--- src/rtl/counter_ctrl.sv ---
// Command-side controller for the interval counter: start/stop/clear/configure over valid/ready,
// auto-halt with a one-cycle done pulse when the readback count hits a programmed target.
module counter_ctrl #(
    parameter int          CLEAR_CYCLES     = 2,
    parameter logic [31:0] DEFAULT_INTERVAL = 32'd0
) (
    input  logic        clk,
    input  logic        rst,
    input  logic        cmd_valid,
    output logic        cmd_ready,
    input  logic [2:0]  cmd_op,
    input  logic [31:0] cmd_data,
    input  logic [31:0] cnt_value,
    output logic [7:0]  state,
    output logic [31:0] interval,
    output logic        done,
    output logic        err,
    output logic        busy
);

    typedef enum logic [1:0] {S_IDLE, S_RUN, S_HALT, S_CLR} fsm_t;

    localparam logic [2:0] OP_NOP     = 3'd0;
    localparam logic [2:0] OP_SET_INT = 3'd1;
    localparam logic [2:0] OP_SET_TGT = 3'd2;
    localparam logic [2:0] OP_START   = 3'd3;
    localparam logic [2:0] OP_STOP    = 3'd4;
    localparam logic [2:0] OP_CLEAR   = 3'd5;

    localparam logic [3:0] CLR_LOAD = 4'(CLEAR_CYCLES - 1);

    fsm_t        fsm, fsm_nxt;
    logic [3:0]  clr_cnt, clr_cnt_nxt;
    logic [31:0] target, target_nxt;
    logic [31:0] interval_nxt;
    logic [7:0]  state_nxt;
    logic        done_nxt, err_nxt;
    logic        accept, match;

    assign accept = cmd_valid && cmd_ready;
    assign match  = (fsm == S_RUN) && (target != 32'd0) && (cnt_value == target);

    always_comb begin
        fsm_nxt      = fsm;
        clr_cnt_nxt  = clr_cnt;
        target_nxt   = target;
        interval_nxt = interval;
        done_nxt     = 1'b0;
        err_nxt      = 1'b0;
        case (fsm)
            S_IDLE, S_HALT: begin
                if (accept) begin
                    case (cmd_op)
                        OP_NOP:     ;
                        OP_SET_INT: interval_nxt = cmd_data;
                        OP_SET_TGT: target_nxt   = cmd_data;
                        OP_START:   fsm_nxt      = S_RUN;
                        OP_STOP:    err_nxt      = (fsm == S_IDLE);
                        OP_CLEAR: begin
                            fsm_nxt     = S_CLR;
                            clr_cnt_nxt = CLR_LOAD;
                        end
                        default:    err_nxt      = 1'b1;
                    endcase
                end
            end
            S_RUN: begin
                // CLEAR beats a same-cycle target match and suppresses done
                if (accept && cmd_op == OP_CLEAR) begin
                    fsm_nxt     = S_CLR;
                    clr_cnt_nxt = CLR_LOAD;
                end else if (match) begin
                    fsm_nxt  = S_HALT;
                    done_nxt = 1'b1;
                end else if (accept && cmd_op == OP_STOP) begin
                    fsm_nxt = S_HALT;
                end
                if (accept && (cmd_op == OP_SET_INT || cmd_op == OP_SET_TGT || cmd_op >= 3'd6))
                    err_nxt = 1'b1;
            end
            S_CLR: begin
                if (clr_cnt == 4'd0)
                    fsm_nxt = S_IDLE;
                else
                    clr_cnt_nxt = clr_cnt - 4'd1;
            end
            default: fsm_nxt = S_IDLE;
        endcase
    end

    always_comb begin
        state_nxt = 8'd0;
        if (fsm_nxt == S_RUN)
            state_nxt = 8'd1;
        else if (fsm_nxt == S_HALT)
            state_nxt = 8'd2;
    end

    always_ff @(posedge clk) begin
        if (rst) begin
            fsm       <= S_IDLE;
            clr_cnt   <= 4'd0;
            target    <= 32'd0;
            interval  <= DEFAULT_INTERVAL;
            state     <= 8'd0;
            done      <= 1'b0;
            err       <= 1'b0;
            busy      <= 1'b0;
            cmd_ready <= 1'b1;
        end else begin
            fsm       <= fsm_nxt;
            clr_cnt   <= clr_cnt_nxt;
            target    <= target_nxt;
            interval  <= interval_nxt;
            state     <= state_nxt;
            done      <= done_nxt;
            err       <= err_nxt;
            busy      <= (fsm_nxt == S_RUN);
            cmd_ready <= (fsm_nxt != S_CLR);
        end
    end

endmodule

--- config.mk ---
export PLATFORM = sky130hd
export DESIGN_NAME = counter_ctrl
export DESIGN_NICKNAME = d
export VERILOG_FILES = /design/src/rtl/counter_ctrl.sv
export SDC_FILE = /design/constraint.sdc
export NUM_CORES = 1
export LEC_CHECK = 0
export CAP_MARGIN = 20
export CORE_MARGIN = 2
export CORE_UTILIZATION = 41
export DETAILED_ROUTE_END_ITERATION = 8
export GPL_TIMING_DRIVEN = 1
export PLACE_DENSITY = 0.83
export SLEW_MARGIN = 10
export SYNTH_ARGS = -nofsm -noshare
export SYNTH_HDL_FRONTEND = slang
export SYNTH_SLANG_ARGS = --single-unit
export TNS_END_PERCENT = 100
--- constraint.sdc ---
create_clock -name clk -period 1.7 [get_ports clk]
set_input_delay 0.34 -clock clk [delete_from_list [all_inputs] [get_ports clk]]
set_output_delay 0.34 -clock clk [all_outputs]
set_load 0.005 [all_outputs]
==> run summary, run 1 <==
clk slew on worst S/H paths: 80 ps
clock sink count: 75
Crit Path Max Fanout: 3
unrepaired setup endpoints after global routing: yes
Final GP Congestion: 0.922
period utilisation layout: 1.05
DP Worst Slack: -570 ps
post-layout util: 0.664
CP Cell Sequence: clkdlybuf4s50_1 > xor2_1 > nor3_1 > nand3_1 > buf_4 > or3_4 > and3_4
H-tree Lvls: 3
first-pass GRT wire length: 15600 µm
Root Driver: clkbuf_8
Initial Util: 0.424
clk_lat worst skew: 340 ps
commonest non-fill, non-tap cells in the layout: nand2_1, clkdlybuf4s50_1, a21oi_1, dfxtp_1, buf_4
Vias: 3337
CTS max path bufs: 2
total wire length: 9770 µm
fin worst setup slack: -84.5 ps
Fmax: 560 MHz
Post-synth EDFFs: 0
die area: 8760 µm²
Hold Crit Start: rst
Post-CTS Hold Buffers: 0
number of distinct library cells after synthesis: 41
cells after synthesis: 417
setup slack, reg-to-reg: -80 ps
max-slew violations: 0
crit path to: state[0]
iteration-0 DRC count of the detailed router: 143
global route overflow: 0
VDD IR-drop max: 364 µV
Static Leakage: 2.00 nW
Yosys warnings: 0
ys async rst share: 0
share of layout cells above drive strength 1: 0.189
die height: 93.6 µm
All-Layer GR Usage: 0.227
worst r2r src: target[13]
CTS tree: yes
max cap viols: 0
commonest non-fill, non-tap cell in the layout: nand2_1
worst r2r path cells: 6
final setup violating endpoints: 5
post-route ant nets: 0
largest net degree at the start of global routing: 33
vias in the first global route: 3323
register area share after synthesis: 0.456
dpl hpwl: 7340 µm
floorplan row count: 32
worst min path class: in -> reg
Synth Flop Type: dfxtp_1
max incr delay on CP: 410 ps
core area: 7770 µm²
DRC: 0
initial antenna violation count: 1
drt wl/cell: 14.5 µm
R2R Path End: state[0]
Critical Path Start Type: primary input
critical path launch point: cnt_value[13]
Setup Skew: 5.80 ps
critical path arrival: 2020 ps
violated checks: setup timing
fin nets: 637
syn avg cell area: 7.89 µm²
clock period minus worst slack: 1780 ps
Die X: 93.6 µm
# IOs: 114
synthesized flop and latch total: 75
Final Hold Fails: 0
outcome: finished with violations
slowest CP cell: clkdlybuf4s50_1
Area growth syn-to-layout: 56.7%
Setup crit end kind: register
Crit Path Class: in -> reg
WP data required: 1930 ps
Mapped Area: 3290 µm²
input/output buffers: 107
Pwr Density: 725 nW/µm²
DRT Pass-1 Iters: 4
CTS buffer count: 9
Vias/cell: 4.96
==> logic make-up (layout without fill, tap and decap cells) <==
family	after synthesis	in the layout	synth area share
adder cells (fa/ha/maj)	2	2	0.00760
other	1	7	0.00114
flip-flops	75	75	0.456
AND/OR/NAND/NOR	186	186	0.255
buffers and inverters	38	186	0.0574
XOR/XNOR	35	35	0.0932
AO/OA/AOI/OAI	80	80	0.130
==> layer usage <==
metal	global-route usage	wire length [µm]
met1	0.281	4170
met2	0.384	4770
met3	0.0532	613
met4	0.0857	225
met5	0	0
==> Yosys cell counts (2+ instances only) <==
library cell,n,area share
dfxtp_1,75,0.46
or3_1,2,0.0038
a21oi_1,70,0.11
nor4_1,14,0.027
clkbuf_1,11,0.013
buf_2,13,0.020
nand3_1,2,0.0030
nor3b_1,2,0.0046
ha_1,2,0.0076
xnor2_1,2,0.0053
nand4_1,3,0.0057
buf_4,8,0.018
xor2_1,33,0.088
nor2_1,5,0.0057
inv_1,5,0.0057
o21ai_0,2,0.0030
nor4_2,2,0.0076
nand2_1,133,0.15
nor3_1,11,0.017
==> per-stage QoR <==
step | cell area, µm² | setup TNS, ps | std cells | power (mW) | hold slack, ps
after floorplan | 3330 | -260 | 422 | 2.08 | 453
after global placement | 4810 | -26300 | 652 | 2.41 | 443
after detailed placement | 4810 | -25870 | 652 | 2.41 | 452
after CTS | 5100 | -173 | 672 | 3.75 | 401
after global routing | 5160 | -663 | 673 | 3.89 | 420
final | 5160 | -217 | 673 | 3.74 | 414
==> sequential cells by signal (all words and copies together), names as in the netlist <==
signal and cells:
interval 32, target 32, clr_cnt 4, fsm 2, state 2, cmd_ready 1
done 1, err 1
==> area by class of cell <==
cell class,count,area [µm²]
clock buffer,12,145
inverter,5,18.8
timing repair buffer,165,1540
clock inverter,4,50.0
tap,102,128
sequential,75,1520
multi-input combinational,309,1750
fill,627,2610
antenna,1,2.50
==> worst max-delay path, delay by kind of cell <==
family                 cells  cell delay (ps)
AND/OR/NAND/NOR            4              950
XOR/XNOR                   1              140
buffers and inverters      2              570
==> where the power goes <==
part	internal, mW	switching (mW)	total (mW)
sequential	1.80	0.0302	1.83
combinational	0.315	0.245	0.560
clock	0.717	0.636	1.35
total	2.83	0.911	3.74
==> worst min path at each step <==
stage	endpoint	slack (ps)	depth (start not counted)
2_1_floorplan	interval[0]	450	2
3_3_place_gp	interval[19]	440	2
3_5_place_dp	interval[16]	450	2
4_1_cts	interval[10]	400	2
5_1_grt	interval[13]	420	2
6_report	target[15]	410	2
==> repair_timing <==
item	CTS	global route
endpoints found under the setup margin	28	36
setup buffers	5	0
gates resized for setup	40	17
cloned	0	0
pin swaps	22	11
Note: power is estimated with default switching activity, not from simulation.
==> inputs of run 2 (changes only) <==
--- a/config.mk
+++ b/config.mk
@@ -9,9 +9,8 @@
 export CORE_MARGIN = 2
 export CORE_UTILIZATION = 41
 export DETAILED_ROUTE_END_ITERATION = 8
-export GPL_TIMING_DRIVEN = 1
+export GPL_TIMING_DRIVEN = 0
 export PLACE_DENSITY = 0.83
-export SLEW_MARGIN = 10
 export SYNTH_ARGS = -nofsm -noshare
 export SYNTH_HDL_FRONTEND = slang
 export SYNTH_SLANG_ARGS = --single-unit
==> run summary, run 2 (same netlist as run 1, synthesis figures left out) <==
# IOs: 114
Post-CTS Hold Buffers: 0
Levels on crit path: 5
die area: 8760 µm²
floorplan row count: 32
Root Driver: clkbuf_8
dpl hpwl: 7170 µm
design area: 4900 µm²
share of layout cells above drive strength 1: 0.139
core area: 7770 µm²
Final GP Congestion: 0.905
max incr delay on CP: 550 ps
clock period minus worst slack: 1850 ps
Vias: 3438
Pwr Density: 726 nW/µm²
CTS tree: yes
slew margin rel.: 0.611
CTS buffer count: 9
max cap viols: 0
Slew @ Worst Pin: 584 ps
clk slew on worst S/H paths: 80 ps
setup slack, reg-to-reg: -150 ps
Bufs and invs on worst path: 0
DRC: 0
PnR Total Power: 3.56 mW
vias in the first global route: 3214
H-tree Lvls: 3
Area growth syn-to-layout: 48.9%
CP delay by family, top: simple AND/OR/NAND/NOR gates
total wire length: 10200 µm
fin nets: 620
Crit Path Class: reg -> reg
first-pass GRT wire length: 15500 µm
input/output buffers: 104
largest net degree at the start of global routing: 12
commonest non-fill, non-tap cells in the layout: nand2_1, clkdlybuf4s50_1, a21oi_1, dfxtp_1, xor2_1
Placed Area: 4490 µm²
initial antenna violation count: 1
drt wl/cell: 15.6 µm
global route overflow: 0
CP Cell Sequence: xor2_1 > nor4_2 > nand4_1 > or4_4 > and2_4
Crit Path Max Fanout: 3
Setup Skew: 14.3 ps
worst hold slack: 376 ps
unrepaired setup endpoints after global routing: yes
Static Leakage: 1.86 nW
Initial Util: 0.424
Post-Place Cells: 628
WP data required: 1940 ps
hold path depth: 3
Die X: 93.6 µm
iteration-0 DRC count of the detailed router: 229
clock sink count: 75
post-route ant nets: 0
die height: 93.6 µm
Critical Path Start Type: register
All-Layer GR Usage: 0.228
fin worst setup slack: -152 ps
Setup crit end kind: register
violated checks: setup timing
worst min path class: in -> reg
slowest CP cell: or4_4
Largest regs: interval: 32 flops, target: 32 flops, clr_cnt: 4 flops
CTS max path bufs: 2
commonest non-fill, non-tap cell in the layout: nand2_1
worst r2r path cells: 5
Finished Layout Cells: 654
# diodes: 0
critical path arrival: 2090 ps
VDD IR-drop max: 389 µV
final setup violating endpoints: 20
Final Hold Fails: 0
max-slew violations: 0
clk_lat worst skew: 350 ps
Fmax: 540 MHz
outcome: finished with violations
period utilisation layout: 1.09
Vias/cell: 5.26
DRT Pass-1 Iters: 8
-- run 2: area by class of cell --
type	instances	area [µm²]
Inverter	5	18.8
Clock buffer	13	149
Clock inverter	2	12.5
Tap cell	102	128
Sequential cell	75	1510
Fill cell	669	2870
Timing Repair Buffer	117	1130
Multi-Input combinational cell	309	1730
Buffer	31	223
-- run 2: stage by stage --
step | util | setup TNS [ps] | setup WS (ps)
after floorplan | - | -260 | -8.62
after global placement | 0.579 | -35560 | -631
after detailed placement | 0.579 | -36680 | -637
after CTS | 0.615 | -135 | -67.8
after global routing | 0.631 | -2350 | -218
final | 0.631 | -719 | -152
-- run 2: final timing paths --
path          startpoint          end
max           target[28]       fsm[0]
min            cmd_op[2]          err
max reg2reg   target[28]       fsm[0]
min reg2reg  interval[2]  interval[2]
-- run 2: worst min-delay path: cells and delay by family --
family          cells  cell delay, ps
compound gates      1             130
buf+inv             1             150
simple gates        1              50
-- run 2: routing by layer --
metal	GRT usage	vias up	wire [µm]
li1	-	1638	-
met1	0.277	1597	4070
met2	0.387	166	4970
met3	0.0532	35	810
met4	0.0966	2	352
met5	0	-	11
-- run 2: power breakdown --
part           internal, mW  leakage [nW]  switching (mW)  total [mW]
sequential             1.80         0.611          0.0307        1.83
clock                 0.562        0.0795           0.638        1.20
combinational         0.282          1.17           0.246       0.528
-- run 2: what timing repair did --
action,CTS,global route
setup endpoints to repair,70,32
gates cloned,0,3
setup buffers,7,3
gates resized for setup,49,26
pin swaps,15,9
==> inputs of run 3 (changes only) <==
--- a/config.mk
+++ b/config.mk
@@ -7,10 +7,11 @@
 export LEC_CHECK = 0
 export CAP_MARGIN = 20
 export CORE_MARGIN = 2
-export CORE_UTILIZATION = 41
+export CORE_UTILIZATION = 42
+export CTS_BUF_LIST = sky130_fd_sc_hd__clkbuf_4
 export DETAILED_ROUTE_END_ITERATION = 8
 export GPL_TIMING_DRIVEN = 0
-export PLACE_DENSITY = 0.83
+export PLACE_DENSITY = 0.84
 export SYNTH_ARGS = -nofsm -noshare
 export SYNTH_HDL_FRONTEND = slang
 export SYNTH_SLANG_ARGS = --single-unit
==> run summary, run 3 (same netlist as run 1, synthesis figures left out) <==
# IOs: 114
Crit Path Max Fanout: 3
Logic pwr share: 0.162
area of the multi-input gates: 1750 µm²
drt wl/cell: 15.0 µm
top sig layer: met4
P_int: 2.42 mW
met3 WL post-DR: 812 µm
Sequential Power Share: 0.552
design area: 4880 µm²
clock sink count: 75
global route overflow: 0
total wire length: 9770 µm
Root Driver: clkbuf_4
share of layout cells above drive strength 1: 0.174
final setup violating endpoints: 30
post-layout util: 0.638
outcome: finished with violations
Setup Skew: 20.4 ps
clock group share of total power: 0.286
Initial Util: 0.430
Sum Neg Setup Slack: -1030 ps
Fill cells: 637
slowest CP cell: or4_4
Post-CTS Hold Buffers: 0
commonest non-fill, non-tap cells in the layout: nand2_1, clkdlybuf4s50_1, a21oi_1, dfxtp_1, xor2_1
max incr delay on CP: 570 ps
clk_lat worst skew: 410 ps
Area growth syn-to-layout: 48.3%
Hold Crit Start: cmd_op[2]
Final GP Congestion: 0.871
vias in the first global route: 3321
die area: 8560 µm²
H-tree Lvls: 3
commonest non-fill, non-tap cell in the layout: nand2_1
slew margin rel.: 0.594
DRT Pass-1 Iters: 4
period utilisation layout: 1.09
unrepaired setup endpoints after global routing: yes
Fmax: 538 MHz
CP Cell Sequence: xor2_2 > nor4_2 > o2111ai_2 > or4_4 > and2_4
CTS buffer count: 9
Setup crit end kind: register
fin worst setup slack: -158 ps
largest net degree at the start of global routing: 13
Critical Path Start Type: register
critical path launch point: target[30]
CTS tree: yes
Vias/cell: 5.11
Largest regs: interval: 32 flops, target: 32 flops, clr_cnt: 4 flops
Die X: 92.5 µm
max cap viols: 0
input/output buffers: 104
All-Layer GR Usage: 0.227
initial antenna violation count: 0
clock period minus worst slack: 1860 ps
Finished Layout Cells: 653
Crit Path Class: reg -> reg
DRC: 0
Post-Place Cells: 628
violated checks: setup timing
WP data required: 2020 ps
first-pass GRT wire length: 15500 µm
DR WL met2: 4810 µm
setup slack, reg-to-reg: -160 ps
CTS max path bufs: 2
post-route ant nets: 0
fin nets: 618
VDD IR-drop max: 378 µV
floorplan row count: 32
Switch Pwr: 0.897 mW
Slew @ Worst Pin: 609 ps
# diodes: 0
dpl hpwl: 7250 µm
Vias: 3338
iteration-0 DRC count of the detailed router: 150
clk slew on worst S/H paths: 130 ps
Placed Area: 4490 µm²
Pwr Density: 681 nW/µm²
worst min path class: in -> reg
critical path arrival: 2180 ps
DRT met1 WL: 4000 µm
worst r2r src: target[30]
Final Hold Fails: 0
Static Leakage: 1.81 nW
core area: 7650 µm²
die height: 92.5 µm
Reg area: 1520 µm²
worst hold slack: 302 ps
max-slew violations: 0
switching share of power: 0.270
-- run 3: changes by cell type in the layout (fill, tap and decap cells not counted), sizes merged --
cell           before  now
clkdlybuf4s50      80  101
dlygate4sd2        22    1
buf                35   30
clkinv              1    4
clkbuf             22   23
-- run 3: layout make-up --
class	instances	area share
inverters	5	0.00385
multi-input cells	309	0.360
plain buffers	30	0.0395
clock buffers	11	0.0169
clock inverters	5	0.00616
repair buffers	116	0.236
well taps	102	0.0262
flip-flops and latches	75	0.312
-- run 3: what timing repair did --
action	4_1_cts	5_1_grt
resized for setup	21	38
pin swaps	10	17
cloned	0	2
setup endpoints to repair	66	42
buffers inserted	6	4
-- run 3: power groups by stage --
stage,sequential [mW],clock [mW],combinational [mW]
floorplan,1.86,0,0.213
global placement,1.87,0,0.487
CTS,1.83,0.956,0.511
detailed placement,1.87,0,0.492
finish,1.83,0.950,0.537
global route,1.84,1.04,0.579
-- run 3: worst max-delay path: cells and delay by family, from the launching register on --
kind	cells	cell delay (ps)
AO/OA/AOI/OAI	1	210
XOR/XNOR	1	150
flip-flops	1	360
AND/OR/NAND/NOR	3	1060
-- run 3: path summary, 6_finish.rpt --
check	to	cells past startpoint
worst max-delay path	fsm[0]	5
worst min-delay path	interval[16]	4
worst max register to register	fsm[0]	5
worst min register to register	interval[20]	2
-- run 3: per-stage QoR --
stage | power [mW] | setup WS, ps
2_1_floorplan | 2.08 | -8.62
3_3_place_gp | 2.35 | -592
3_5_place_dp | 2.36 | -592
4_1_cts | 3.30 | -90.1
5_1_grt | 3.46 | -213
6_report | 3.32 | -158
-- run 3: per-layer routing --
metal,vias to the layer above,global-route usage
met3,13,0.0423
met4,0,0.108
met1,1540,0.282
met5,-,0
met2,145,0.379
li1,1640,-
